==> src/rtl/hf_tans_recoder.sv <==
`default_nettype none
// ============================================================================
//  Module      : hf_tans_recoder
//  Description : Streaming Huffman-to-tANS recoder. It consumes a serial
//                Huffman bitstream (A=0, B=10, C=11, first code bit first)
//                and re-encodes every decoded symbol with a fixed 8-state
//                tANS table. For each symbol it emits the renormalisation
//                bits and their count. It also exposes the running tANS
//                state so a downstream packer can flush it.
//  Revision    : 1.0 - initial release
// ----------------------------------------------------------------------------
//  Parameters
//    INIT_STATE   tANS start state (8..15), loaded on reset and stream start
//  Ports
//    PHI          in   1  clock, rising edge
//    RST          in   1  synchronous reset, active low
//    I_F          in   1  stream-start flag, high with first bit of a stream
//    i_stream     in   1  Huffman bit, sampled every edge
//    BTR          out  2  number of valid o_stream LSBs (0 = no symbol)
//    o_stream     out  3  emitted tANS bits in [BTR-1:0], upper bits zero
//    final_state  out  4  current tANS state (8..15)
// ============================================================================
module hf_tans_recoder #(
   parameter logic [3:0] INIT_STATE = 4'd8
) (
   input  logic       PHI,
   input  logic       RST,
   input  logic       I_F,
   input  logic       i_stream,
   output logic [1:0] BTR,
   output logic [2:0] o_stream,
   output logic [3:0] final_state
);

   typedef enum logic [0:0] {
      IDLE = 1'b0,
      RUN  = 1'b1
   } mode_t;

   typedef enum logic [1:0] {
      SYM_NONE = 2'd0,
      SYM_A    = 2'd1,
      SYM_B    = 2'd2,
      SYM_C    = 2'd3
   } sym_t;

   mode_t      mode;
   mode_t      mode_nxt;
   logic       prefix;
   logic       prefix_nxt;
   logic [3:0] state_nxt;
   logic [1:0] btr_nxt;
   logic [2:0] bits_nxt;

   // Effective decode context for the current edge. A stream start
   // overrides the held state and prefix so that the bit arriving with
   // I_F is treated as the first code bit of a fresh stream.
   logic       consume;
   logic       p_cur;
   logic [3:0] x_cur;
   sym_t       sym;

   // Encoder table results for the symbol completed on this edge.
   logic [1:0] enc_k;
   logic [3:0] enc_x;

   // -------------------------------------------------------------------------
   // Registered state and outputs
   // -------------------------------------------------------------------------
   always_ff @(posedge PHI) begin
      if (!RST) begin
         mode        <= IDLE;
         prefix      <= 1'b0;
         final_state <= INIT_STATE;
         BTR         <= 2'd0;
         o_stream    <= 3'd0;
      end else begin
         mode        <= mode_nxt;
         prefix      <= prefix_nxt;
         final_state <= state_nxt;
         BTR         <= btr_nxt;
         o_stream    <= bits_nxt;
      end
   end

   // -------------------------------------------------------------------------
   // Huffman prefix decode
   // -------------------------------------------------------------------------
   always_comb begin
      consume = (mode == RUN) || I_F;
      p_cur   = I_F ? 1'b0 : prefix;
      x_cur   = I_F ? INIT_STATE : final_state;
      sym     = SYM_NONE;
      if (consume) begin
         if (!p_cur) begin
            if (!i_stream) begin
               sym = SYM_A;
            end
         end else begin
            sym = i_stream ? SYM_C : SYM_B;
         end
      end
   end

   // -------------------------------------------------------------------------
   // Fixed tANS table, 3 symbols x 8 states.
   //   A (Ls=4): one bit out, next state = 2*(x>>1)
   //   B (Ls=2): two bits out, next state 9 / 13 for x>>2 = 2 / 3
   //   C (Ls=2): two bits out, next state 11 / 15 for x>>2 = 2 / 3
   // Out-of-range states cannot occur; the defaults fall back to
   // INIT_STATE so the state register can never leave 8..15.
   // -------------------------------------------------------------------------
   always_comb begin
      enc_k = 2'd0;
      enc_x = x_cur;
      case (sym)
         SYM_A: begin
            enc_k = 2'd1;
            case (x_cur)
               4'd8,  4'd9:  enc_x = 4'd8;
               4'd10, 4'd11: enc_x = 4'd10;
               4'd12, 4'd13: enc_x = 4'd12;
               4'd14, 4'd15: enc_x = 4'd14;
               default:      enc_x = INIT_STATE;
            endcase
         end
         SYM_B: begin
            enc_k = 2'd2;
            case (x_cur)
               4'd8,  4'd9,  4'd10, 4'd11: enc_x = 4'd9;
               4'd12, 4'd13, 4'd14, 4'd15: enc_x = 4'd13;
               default:                    enc_x = INIT_STATE;
            endcase
         end
         SYM_C: begin
            enc_k = 2'd2;
            case (x_cur)
               4'd8,  4'd9,  4'd10, 4'd11: enc_x = 4'd11;
               4'd12, 4'd13, 4'd14, 4'd15: enc_x = 4'd15;
               default:                    enc_x = INIT_STATE;
            endcase
         end
         default: begin
            enc_k = 2'd0;
            enc_x = x_cur;
         end
      endcase
   end

   // -------------------------------------------------------------------------
   // Next-state and output selection
   // -------------------------------------------------------------------------
   always_comb begin
      mode_nxt   = mode;
      prefix_nxt = prefix;
      state_nxt  = final_state;
      btr_nxt    = 2'd0;
      bits_nxt   = 3'd0;

      if (consume) begin
         mode_nxt = RUN;
         if (sym == SYM_NONE) begin
            // Prefix bit of B/C taken: remember it; a restart still
            // reloads the start state even though no symbol completes.
            prefix_nxt = 1'b1;
            state_nxt  = x_cur;
         end else begin
            prefix_nxt = 1'b0;
            state_nxt  = enc_x;
            btr_nxt    = enc_k;
            // Low k bits of the pre-encode state; bit 1 only for k=2.
            bits_nxt   = {1'b0, (enc_k == 2'd2) ? x_cur[1] : 1'b0, x_cur[0]};
         end
      end
   end

endmodule
`default_nettype wire

==> config.mk <==
export PLATFORM = sky130hd
export DESIGN_NAME = hf_tans_recoder
export DESIGN_NICKNAME = d
export VERILOG_FILES = /design/src/rtl/hf_tans_recoder.sv
export SDC_FILE = /design/constraint.sdc
export NUM_CORES = 1
export LEC_CHECK = 0
export CAP_MARGIN = 20
export CORE_AREA = 5 5 42 44
export DETAILED_ROUTE_END_ITERATION = 8
export DIE_AREA = 0 0 47 49
export PLACE_DENSITY = 0.64
export SYNTH_ARGS = -nofsm -noshare
export SYNTH_HDL_FRONTEND = slang
export SYNTH_SLANG_ARGS = --single-unit
==> constraint.sdc <==
create_clock -name PHI -period 1.35 [get_ports PHI]
set_clock_uncertainty 0.1 [all_clocks]
set_input_delay 0.135 -clock PHI [delete_from_list [all_inputs] [get_ports PHI]]
set_output_delay 0.135 -clock PHI [all_outputs]
set_load 0.03 [all_outputs]
### Word-level counts from Yosys, hierarchy flattened

Memories as Yosys holds them, arrays and structs flattened.
Index checks and enable logic that the tools add are counted.

| cells by class | value |
|---|---|
| equal/unequal tests | 4 |
| mux-type cells | 10 |
| bitwise gates (word level) | 3 |
| reduce and logical (&&, ||, !) cells | 6 |

Operators with widths:

| operator | count |
|---|---|
| one-hot mux 4 bit (3 select lines) | 1 |
| 2-to-1 mux 4 bit | 2 |
| equality test 2 bit, second input constant | 3 |
| 2-to-1 mux 1 bit | 4 |
| 2-to-1 mux 2 bit | 2 |
| one-hot mux 2 bit (2 select lines) | 1 |
| OR reduction 4 bit | 1 |
| NOT 1 bit | 3 |
| OR reduction 3 bit | 1 |
| equality test 2 x 1 -> 1 bit, second input constant | 1 |
| zero test 2 bit | 1 |
| AND reduction 2 bit | 1 |
| OR reduction 2 bit | 1 |
| logical OR 1 bit | 1 |

| word-level totals | value |
|---|---|
| register bits after elaboration | 11 |
| memory bits (read-only) | 112 |
| input bits | 4 |
| output and inout port bits | 9 |
| logic and storage cells | 33 |
| memories kept | 3 |

Memories:

| name | depth | width | rd ports | clocked after memory_dff | write ports | RTL line | text |
|---|---|---|---|---|---|---|---|
| (name not given) | 16 | 3 | 1 | 0 | 0 | 137 | `case (x_cur)` |
| (name not given) | 16 | 2 | 1 | 0 | 0 | 119 | `case (x_cur)` |
| (name not given) | 16 | 2 | 1 | 0 | 0 | 129 | `case (x_cur)` |

### Depth between registers and ports, before layout

| depth | value |
|---|---|
| depth after elaboration | 9 |
| mapped depth | 3 |

### Worst setup path after synthesis

OpenSTA, ideal clock, no wires.

| timing path | value |
|---|---|
| path type | register to register |
| from | register final_state[3] |
| to | register final_state[1] |
| arrival time | 0.830 ns |
| data required time | 1.176 ns |
| setup slack | 0.346 ns |
| stages on the path, launching flop included | 3 |
| path buffers | 0 |
| period minus slack after synthesis | 1.004 ns |
| cell sequence | dfxtp_1 > nand4_1 > a31oi_1 |

| on the way | value |
|---|---|
| longest elaborated chain between the ends | 4 |
| elaborated cells on any way between the ends | 5 |

Ends and longest elaborated chain:

| item | RTL line | text |
|---|---|---|
| from (decl) | 32 | `output logic [3:0] final_state` |
| from (signal assigned) | 80 | `final_state <= state_nxt;` |
| 2-to-1 mux 4 bit * | 92 | `x_cur = I_F ? INIT_STATE : final_state;` |
| memory (16 x 3 bit) / memory (16 x 2 bit) (equally long branches) | n/a |  |
| one-hot mux 4 bit (3 select lines) * | 116 | `case (sym)` |
| 2-to-1 mux 4 bit * | 162 | `if (sym == SYM_NONE) begin` |

Every way passes the cells marked *; elsewhere a longest branch is shown, timed or not.
A chain may end at the register's enable or synchronous reset.

### Final worst setup path

| timing path | value |
|---|---|
| from | register final_state[0] |
| to | output port final_state[0] |

No word-level cell between the ends.

==> flow_summary.ini <==
[run_status]
status = complete, no violations

[worst_hold_path]
hold_class = flip-flop to flip-flop

[logic_synthesis]
synth_most_common_cell = dfxtp_1
ys_ff_latch = 10
synth.area.top_cells = dfxtp_1 53%, nand3_1 3.9%, nand2b_1 3.3%
async_flop_share = 0
synth_top_area_share = 0.526
ys_seq_area_frac = 0.526
yosysTopAreaCell = dfxtp_1
yosysUniqueCellTypes = 25
avgSynthCellArea_um2 = 9.51
synth_edf_count = 0
synth.top_cells.by_count = 10 x dfxtp_1, 3 x nand3_1
syn_nets = 44
yosysWarningCount = 0
synth_ff_type = dfxtp_1
syn_inst = 40
syn_area_um2 = 380

[place]
dp_cells = 72
hpwlAfterDp_um = 576
gp_congestion = 0.796
port_buffers = 11
pre_cts_slack_ns = -0.00816

[clocking]
cts_buffers = 3
clkSinkCount = 10
cts-hold-fix-buffers = 0
cts-root-buf = clkbuf_4
clock_latency_ns = 0.26
clk_path_buf_depth = 2
post-cts-setup-buffers = 0
clkTransAtPathRegs_ns = 0.06
h-tree-depth = 1
cts_tree = yes

[worst_setup_path]
worstSetupPathType = flip-flop to primary output
worstPathCellList = dlygate4sd2_1
crit_arrival_ns = 1.01
cp-end-kind = primary output
slowest_delay_ns = 0.41
cp-start-kind = flip-flop
cp.required_ns = 1.12
worstPathBufferInverterCount = 1
critPathTopFamily = buffers and inverters
cp_slowest_cell = dlygate4sd2_1
critPathMaxFanout = 3

[timing]
maxSlewViolCount = 0
period_needed_ns = 1.25
fin_tns_setup_ns = 0
fin_ws_ns = 0.104
clock.fmax_ghz = 0.803
setup_viol_count_final = 0
rsz0062_at_grt = false
hold_viol_final = 0
fin_crit_sh = 0.923

[global_routing]
track_usage = 0.0715
grt.overflow.total = 0
grt_pass1_vias = 293
grt_max_degree = 8
grt_pass1_wl_um = 1220
antenna_found_initial = 0

[die]
dieArea_um2 = 2300
die_h_um = 49
fp.dieW_um = 47
ioPinCount = 13
row_count = 14
start_util = 0.271
core_um2 = 1400

[pwr]
p_sw_mw = 0.136
power_frac_comb = 0.111
swShare = 0.239
total_power_mw = 0.571
max-vdd-ir-drop_v = 0.000581
p_per_area_nw_per_um2 = 1020
leakage_nw = 0.237
p_int_mw = 0.435
pwr-share-seq = 0.543
power.share.clock = 0.346

[finish]
antenna_cells = 0
fin_cells = 75
nets = 65
drive_gt1_frac = 0.220
fillerInstances = 149
synthToLayoutAreaGrowth_pct = 47.4

[detailed_routing]
ant_nets = 0
firstDrtPassIters = 2
vias_per_cell = 4.55
wl_um = 749
drcViolationCount = 0
wl_per_cell_um = 9.99
drt_iter0_drc = 5
vias = 341

[run]
maxCapViolCount = 0
==> layout by cell type, fill, tap and decap left out, drive strengths merged <==
master / n
o21ai: 3
nor3b: 2
nor4: 1
a31oi: 1
a21oi: 1
a21boi: 1
o21a: 1
dfxtp: 10
a211oi: 1
nand2b: 3
nor2: 2
conb: 1
a211o: 1
nand2: 1
inv: 3
clkbuf: 3
nor2b: 2
buf: 6
nand3: 3
nand4: 1
nor3: 1
clkdlybuf4s50: 3
dlygate4sd2: 8
==> logic make-up (layout without fill, tap and decap cells) <==
group | Yosys count | count (layout) | synth area share
buffers and inverters | 4 | 23 | 0.0493
other | 1 | 1 | 0.00986
flip-flops | 10 | 10 | 0.526
AO/OA/AOI/OAI | 9 | 9 | 0.151
AND/OR/NAND/NOR | 16 | 16 | 0.263
==> layer usage <==
metal | vias up | GRT usage | routed length (um)
li1 | 177 | - | -
met1 | 149 | 0.0960 | 332
met2 | 12 | 0.0973 | 342
met3 | 3 | 0.0111 | 53
met4 | 0 | 0.0553 | 20
met5 | - | 0 | 0
==> per-stage QoR <==
stage	area (um^2)	utilization	hold slack (ns)
final	561	0.400	0.358
after global routing	561	0.400	0.386
after CTS	561	0.400	0.362
after detailed placement	548	0.391	0.357
after global placement	548	0.391	0.346
after floorplan	380	-	0.105
==> power by group through the flow <==
stage	Clock, mW	Combinational, mW	Sequential (mW)
2_1_floorplan	0	0.0295	0.321
3_3_place_gp	0	0.0643	0.317
3_5_place_dp	0	0.0650	0.317
4_1_cts	0.196	0.0638	0.310
5_1_grt	0.211	0.0686	0.311
6_report	0.198	0.0635	0.310
==> final cells by class <==
cell class / count / area, um^2 / area share
flip-flops and latches: 10 / 200 / 0.357
inverters: 3 / 11.3 / 0.0201
well taps: 16 / 20.0 / 0.0357
clock buffers: 3 / 22.5 / 0.0402
repair buffers: 17 / 145 / 0.259
multi-input cells: 26 / 161 / 0.288
==> registers in the layout, summed over array words and instances (netlist names) <==
register	flops
o_stream	2
prefix	1
mode	1
BTR	2
final_state	4
==> path summary, 6_finish.rpt <==
| kind | from | end | slack (ns) | cells past startpoint |
|---|---|---|---|---|
| worst max-delay path | final_state[0] | final_state[0] | 0.10 | 1 |
| worst min-delay path | final_state[0] | o_stream[0] | 0.36 | 2 |
| worst max register to register | prefix | final_state[2] | 0.26 | 3 |
| worst min register to register | final_state[0] | o_stream[0] | 0.36 | 2 |
==> timing repair <==
action | in CTS | in global routing
endpoints found under the setup margin | 8 | 0
endpoints found under the hold margin | 0 | 0
gates resized for setup | 8 | 0
No activity file was read; power rests on OpenSTA's default activity.
